===== config.mk =====
export PLATFORM = sky130hd
export DESIGN_NAME = sid_envelope_flat
export DESIGN_NICKNAME = d
export VERILOG_FILES = /design/src/rtl/sid_envelope_if.sv /design/src/rtl/sid_envelope.sv /design/src/flat_wrapper.sv
export SDC_FILE = /design/constraint.sdc
export NUM_CORES = 1
export LEC_CHECK = 0
export BUFFER_PORTS_ARGS = -buffer_cell sky130_fd_sc_hd__buf_2
export CORE_MARGIN = 1.5
export CORE_UTILIZATION = 55
export CTS_CLUSTER_SIZE = 20
export DETAILED_ROUTE_END_ITERATION = 7
export GPL_TIMING_DRIVEN = 1
export HOLD_SLACK_MARGIN = 0.1
export MAX_ROUTING_LAYER = met4
export PLACE_DENSITY_LB_ADDON = 0.1
export SYNTH_ARGS = -nofsm -noshare
export SYNTH_HDL_FRONTEND = slang
export SYNTH_SLANG_ARGS = --single-unit

===== constraint.sdc =====
create_clock -name clk -period 6.8 [get_ports clk]
set_clock_uncertainty 0.2 [all_clocks]
set_input_delay 1.36 -clock clk [delete_from_list [all_inputs] [get_ports clk]]
set_output_delay 1.36 -clock clk [all_outputs]
set_load 0.01 [all_outputs]

===== src/rtl/sid_envelope_if.sv =====
// sid_envelope_if: phi2-paced ADSR control inputs and registered envelope outputs of one SID voice
interface sid_envelope_if;
    logic       phi2_en;
    logic       gate;
    logic [3:0] attack;
    logic [3:0] decay;
    logic [3:0] sustain;
    logic [3:0] release_rate;
    logic [7:0] envelope;
    logic [1:0] state_o;
    modport master (
        output phi2_en, gate, attack, decay, sustain, release_rate,
        input  envelope, state_o
    );
    modport slave (
        input  phi2_en, gate, attack, decay, sustain, release_rate,
        output envelope, state_o
    );
endinterface


===== src/rtl/sid_envelope.sv =====
// sid_envelope: MOS6581/8580 ADSR envelope generator, advanced once per phi2 enable
module sid_envelope #(
    parameter int RATE_BITS = 15
) (
    input  logic          clk,
    input  logic          rst_n,
    sid_envelope_if.slave bus
);
    typedef enum logic [1:0] {ATTACK = 2'd0, DECAY_SUSTAIN = 2'd1, RELEASE = 2'd2} state_t;
    localparam logic [15:0] PERIODS [16] = '{
        16'd9, 16'd32, 16'd63, 16'd95, 16'd149, 16'd220, 16'd267, 16'd313,
        16'd392, 16'd977, 16'd1954, 16'd3126, 16'd3907, 16'd11720, 16'd19532, 16'd31251
    };
    state_t               state, state_n, state_g;
    logic [7:0]           env, env_n;
    logic                 hold_zero, hold_zero_n, gate_prev, gate_prev_n;
    logic                 rise, fall, rate_step, exp_hit;
    logic [RATE_BITS-1:0] rate_cnt, rate_cnt_n, rate_nx, period;
    logic [4:0]           exp_cnt, exp_cnt_n, exp_period, exp_period_n;
    logic [3:0]           rate_idx;
    assign rise      = bus.gate & ~gate_prev;
    assign fall      = ~bus.gate & gate_prev;
    assign state_g   = rise ? ATTACK : fall ? RELEASE : state;
    assign rate_idx  = state_g == ATTACK ? bus.attack : state_g == DECAY_SUSTAIN ? bus.decay : bus.release_rate;
    assign period    = RATE_BITS'(PERIODS[rate_idx]);
    // The counter wraps instead of clearing, so a period below rate_cnt waits a full wrap
    assign rate_nx   = rate_cnt + 1'b1;
    assign rate_step = rate_nx == period;
    assign exp_hit   = exp_cnt + 5'd1 == exp_period;
    always_comb begin
        state_n      = state;
        env_n        = env;
        hold_zero_n  = hold_zero;
        gate_prev_n  = gate_prev;
        rate_cnt_n   = rate_cnt;
        exp_cnt_n    = exp_cnt;
        exp_period_n = exp_period;
        if (bus.phi2_en) begin
            state_n     = state_g;
            hold_zero_n = hold_zero & ~rise;
            gate_prev_n = bus.gate;
            rate_cnt_n  = rate_step ? '0 : rate_nx;
            if (rate_step && state_g == ATTACK) begin
                exp_cnt_n = '0;
                env_n     = env + 8'd1;
                state_n   = env_n == 8'hff ? DECAY_SUSTAIN : ATTACK;
            end else if (rate_step) begin
                exp_cnt_n = exp_hit ? '0 : exp_cnt + 5'd1;
                if (exp_hit && !hold_zero_n && (state_g == RELEASE || env != {bus.sustain, bus.sustain})) begin
                    env_n       = env - 8'd1;
                    hold_zero_n = env_n == 8'h00;
                end
            end
            exp_period_n = env_n == 8'hff ? 5'd1  :
                           env_n == 8'h5d ? 5'd2  :
                           env_n == 8'h36 ? 5'd4  :
                           env_n == 8'h1a ? 5'd8  :
                           env_n == 8'h0e ? 5'd16 :
                           env_n == 8'h06 ? 5'd30 :
                           env_n == 8'h00 ? 5'd1  : exp_period;
        end
    end
    always_ff @(posedge clk) begin
        if (!rst_n) begin
            state      <= RELEASE;
            env        <= 8'h00;
            hold_zero  <= 1'b1;
            gate_prev  <= 1'b0;
            rate_cnt   <= '0;
            exp_cnt    <= '0;
            exp_period <= 5'd1;
        end else begin
            state      <= state_n;
            env        <= env_n;
            hold_zero  <= hold_zero_n;
            gate_prev  <= gate_prev_n;
            rate_cnt   <= rate_cnt_n;
            exp_cnt    <= exp_cnt_n;
            exp_period <= exp_period_n;
        end
    end
    assign bus.envelope = env;
    assign bus.state_o  = state;
endmodule

===== src/flat_wrapper.sv =====
// flat-port wrapper written by rule: the top's interface ports become plain ports
module sid_envelope_flat 
#(
    parameter int RATE_BITS = 15
)
  (clk, rst_n, bus_phi2_en, bus_gate, bus_attack, bus_decay, bus_sustain, bus_release_rate, bus_envelope, bus_state_o);
  sid_envelope_if bus_i ();
  input  logic clk;
  input  logic rst_n;
  input wire logic [$bits(bus_i.phi2_en)-1:0] bus_phi2_en;
  input wire logic [$bits(bus_i.gate)-1:0] bus_gate;
  input wire logic [$bits(bus_i.attack)-1:0] bus_attack;
  input wire logic [$bits(bus_i.decay)-1:0] bus_decay;
  input wire logic [$bits(bus_i.sustain)-1:0] bus_sustain;
  input wire logic [$bits(bus_i.release_rate)-1:0] bus_release_rate;
  output wire logic [$bits(bus_i.envelope)-1:0] bus_envelope;
  output wire logic [$bits(bus_i.state_o)-1:0] bus_state_o;
  assign bus_i.phi2_en = bus_phi2_en;
  assign bus_i.gate = bus_gate;
  assign bus_i.attack = bus_attack;
  assign bus_i.decay = bus_decay;
  assign bus_i.sustain = bus_sustain;
  assign bus_i.release_rate = bus_release_rate;
  assign bus_envelope = bus_i.envelope;
  assign bus_state_o = bus_i.state_o;
  sid_envelope #(.RATE_BITS(RATE_BITS)) u_core (.clk(clk), .rst_n(rst_n), .bus(bus_i));
endmodule

==> flow_metrics.tcl <==
set metrics [dict create \
    p_per_area_nw_per_um2 156 \
    holdPathStages 2 \
    layout-drive-gt1-share_pct 13.4 \
    worstPathRequired_ns 6.78 \
    floorplan.rows 30 \
    clock_network_fraction_of_total_power_pct 32.1 \
    cellInternalPower_mw 0.418 \
    global_route.usage.total_pct 28.8 \
    dr.first_iter.drc_count 263 \
    antenna_found_initial 0 \
    cp_slowest_stage_delay_ns 0.63 \
    seq_area_frac_synth_pct 19.3 \
    min_period_over_period_pct 89.5 \
    synth_top_flop_cell "sky130_fd_sc_hd__dfxtp_1" \
    crit-reg2reg-launch "u_core.bus.state_o[1]" \
    floorplan.die.width_um 86.4 \
    floorplan.die_area_sq_um 7470 \
    timing_hold_violations_final 0 \
    crit_chain "buf_2 > nor2b_1 > o21bai_1 > a32oi_4 > ha_1 > xor2_1 > o311ai_1 > a221o_1 > a211o_1 > nor4_4 > and2_1 > a21oi_1 > nor4b_1 > a221oi_2 > a2bb2oi_2 > o32ai_1" \
    synth_warnings 0 \
    critPathTopFamily "compound AO/OA/AOI/OAI gates" \
    hp-class "reg -> reg" \
    power.net_switching_mw 0.218 \
    stdcell_area_sq_um 4090 \
    reg2reg_to "u_core.exp_period[4]" \
    wl_um 10300 \
    totalNegativeSetupSlack_ns 0 \
    insertedDiodeCount 0 \
    mappedNetlistNets 547 \
    cts.repair_timing.setup_buffer_count 0 \
    path_max_fanout 15 \
    setup_violating_endpoint_count_in_the_final_report 0 \
    clock_tree.root_cell "sky130_fd_sc_hd__clkbuf_8" \
    min_to "u_core.exp_period[4]" \
    clock_sink_count 37 \
    via_count 3856 \
    post_synth.cell_area_avg_sq_um 7.49 \
    clock_insertion_delay_worst_skew_ns 0.30 \
    dr.pass1.iters 5 \
    initial_core_utilization_pct 56.7 \
    ctsHoldBuffers 0 \
    status "finished, final reports clean" \
    final.min_clock_period_ns 6.08 \
    post-route-drc-count 0 \
    ys_ff_latch 37 \
    number_of_buffers_added_by_the_clock_tree_synthesis_step 5 \
    clk_transition_reported_paths_ns 0.07 \
    power_frac_seq_pct 35.3 \
    pin_count_of_the_biggest_net_entering_global_routing 38 \
    placedCellCount 594 \
    drv_cap 0 \
    worst-path-buf-inv 1 \
    syn_area_sq_um 3830 \
    fill_cells 657 \
    reg2regPathDepth 14 \
    via_count_of_the_first_global_routing_pass 3419 \
    synth_cells 511 \
    setup_ws_ns 0.716 \
    rsz0062_at_grt "false" \
    worst-setup-path-type "in -> reg" \
    detailedPlacementHpwl_um 7720 \
    slew_viol_final 0 \
    clockBufferDepth 2 \
    worstMarginPinSlew_ns 0.873 \
    placement.io_buffers 29 \
    die_height_um 86.4 \
    worst_slew_margin_rel_pct 41.8 \
    detailed_route_vias_per_instance 6.41 \
    place_area_sq_um 3970 \
    critical-path-slowest-cell "sky130_fd_sc_hd__nor4_4" \
    htreeDepth 2 \
    wire_length_of_the_first_global_routing_pass_um 16700 \
    areaGrowthSynthToFinish_pct 6.73 \
    fin_cells 602 \
    dp_slack_ns 0.454 \
    overflow 0 \
    cts_tree "yes" \
    ioPinCount 30 \
    globalplace.congestion 0.928 \
    reg2reg_setup_slack_ns 1.43 \
    holdCritStartpoint "u_core.exp_period[4]" \
    comb_power_share_pct 32.7 \
    avgRoutedWirePerCell_um 17.2 \
    final_antenna_net_count 0 \
    worst_setup_path_start_kind "input pin" \
    worst_ep_arrival_time_ns 6.06 \
    synth_enable_flop_cells 0 \
    ys_types 83 \
    ir_drop_v 0.0000934 \
    net_switching_share_of_the_total_power_pct 34.3 \
    cts_repair_resize_count 0 \
    critical_path.endpoint_type "flip-flop" \
    core_area_sq_um 6760 \
    cellLeakagePower_nw 1.57 \
    layout.nets 557 \
    timing.fmax_ghz 0.164 \
    async_reset_ff_share_pct 0 \
]
## cells in the final DEF, fill, tap and decap left out, drive strengths merged, types with 6 or more instances in the layout
cell type,instances
buf,35
xor2,16
clkbuf,7
nor2,44
nor3,19
a22oi,6
nor2b,7
nand2b,13
nand4,9
o21ai,22
a21oi,43
nand2,47
ha,16
inv,23
dfxtp,37
mux2i,10
xnor2,23
nor4,10
or3,6
nor4b,6
nand3,26
## layer usage
layer / routed length [um] / share of wire, % / global-route usage (%) / vias to the layer above
li1: - / - / - / 1905
met5: 0 / 0 / - / -
met4: 197 / 1.9 / 8.36 / 0
met3: 665 / 6.4 / 4.57 / 19
met2: 4380 / 42 / 42.5 / 147
met1: 5100 / 49 / 40.4 / 1785
## cell type report
| cell class | instances | area [sq um] | area share (%) |
|---|---|---|---|
| clock inverters | 1 | 30.0 | 0.735 |
| clock buffers | 7 | 86.3 | 2.11 |
| multi-input cells | 418 | 2850 | 69.7 |
| flip-flops and latches | 37 | 741 | 18.1 |
| repair buffers | 35 | 190 | 4.65 |
| inverters | 24 | 90.1 | 2.20 |
| well taps | 80 | 100 | 2.45 |
## registers in the layout, indices dropped and copies added, names as in the netlist
name,cells
u_core.exp_period,5
u_core.bus.state_o,2
u_core.exp_cnt,5
u_core.bus.envelope,8
u_core.gate_prev,1
u_core.hold_zero,1
u_core.rate_cnt,15
## worst register-to-register path, cell delays in order (launching register included)
cell                        delay [ns]
sky130_fd_sc_hd__dfxtp_1          0.58
sky130_fd_sc_hd__nor2_1           0.14
sky130_fd_sc_hd__a21oi_2          0.50
sky130_fd_sc_hd__o32a_1           0.51
sky130_fd_sc_hd__ha_1             0.42
sky130_fd_sc_hd__o311ai_1         0.16
sky130_fd_sc_hd__a221o_1          0.36
sky130_fd_sc_hd__a211o_1          0.27
sky130_fd_sc_hd__nor4_4           0.63
sky130_fd_sc_hd__and2_1           0.37
sky130_fd_sc_hd__a21oi_1          0.17
sky130_fd_sc_hd__nor4b_1          0.49
sky130_fd_sc_hd__a221oi_2         0.14
sky130_fd_sc_hd__a2bb2oi_2        0.21
sky130_fd_sc_hd__o32ai_1          0.11
## synthesized netlist by cell type, types with 6 or more instances
master	instances	share of area, %
sky130_fd_sc_hd__nor4_1	6	0.98
sky130_fd_sc_hd__xnor2_1	23	5.3
sky130_fd_sc_hd__inv_1	21	2.1
sky130_fd_sc_hd__ha_1	16	5.2
sky130_fd_sc_hd__nand4_1	9	1.5
sky130_fd_sc_hd__o21ai_0	20	2.6
sky130_fd_sc_hd__dfxtp_1	37	19
sky130_fd_sc_hd__nand2b_1	13	2.1
sky130_fd_sc_hd__nor3_1	19	2.5
sky130_fd_sc_hd__nand3_1	26	3.4
sky130_fd_sc_hd__xor2_1	16	3.7
sky130_fd_sc_hd__nor2b_1	7	1.1
sky130_fd_sc_hd__a21oi_1	42	5.5
sky130_fd_sc_hd__or3_1	6	0.98
sky130_fd_sc_hd__mux2i_1	9	2.4
sky130_fd_sc_hd__nor2_1	44	4.3
sky130_fd_sc_hd__clkbuf_1	21	2.1
sky130_fd_sc_hd__nand2_1	46	4.5
## power groups by stage
stage	Sequential, mW	Combinational, mW	Clock, mW
final	0.224	0.208	0.204
after global routing	0.225	0.227	0.216
after CTS	0.224	0.204	0.211
after detailed placement	0.229	0.203	0
after global placement	0.229	0.201	0
after floorplan	0.227	0.163	0
## kinds of logic after synthesis
| logic type | count (synthesis) | synth area share [%] |
|---|---|---|
| AOI/OAI and AO/OA | 139 | 26.7 |
| xor gates and xnor gates | 39 | 8.92 |
| adders and majority gates | 16 | 5.23 |
| buffers and inverters | 56 | 6.24 |
| DFF | 37 | 19.3 |
| muxes | 10 | 2.94 |
| and+or+nand+nor | 214 | 30.7 |
## stage by stage
stage	hold slack, ns	utilization (%)	power (mW)
2_1_floorplan	0.245	-	0.390
6_report	0.285	60.5	0.636
3_5_place_dp	0.272	58.8	0.432
5_1_grt	0.310	60.5	0.668
3_3_place_gp	0.273	58.8	0.430
4_1_cts	0.287	60.5	0.639
## how the worst max path moves through the flow
stage / to / slack, ns / depth (start not counted) / start
floorplan: u_core.exp_period[4] / 1.43 / 18 / bus_gate
global placement: u_core.exp_period[4] / 0.60 / 16 / bus_gate
detailed placement: u_core.exp_period[4] / 0.45 / 16 / bus_gate
CTS: u_core.exp_period[4] / 0.77 / 16 / bus_gate
global route: u_core.exp_period[4] / 0.28 / 16 / bus_gate
finish: u_core.exp_period[4] / 0.72 / 16 / bus_gate
Power figures use the tool's default switching activity.
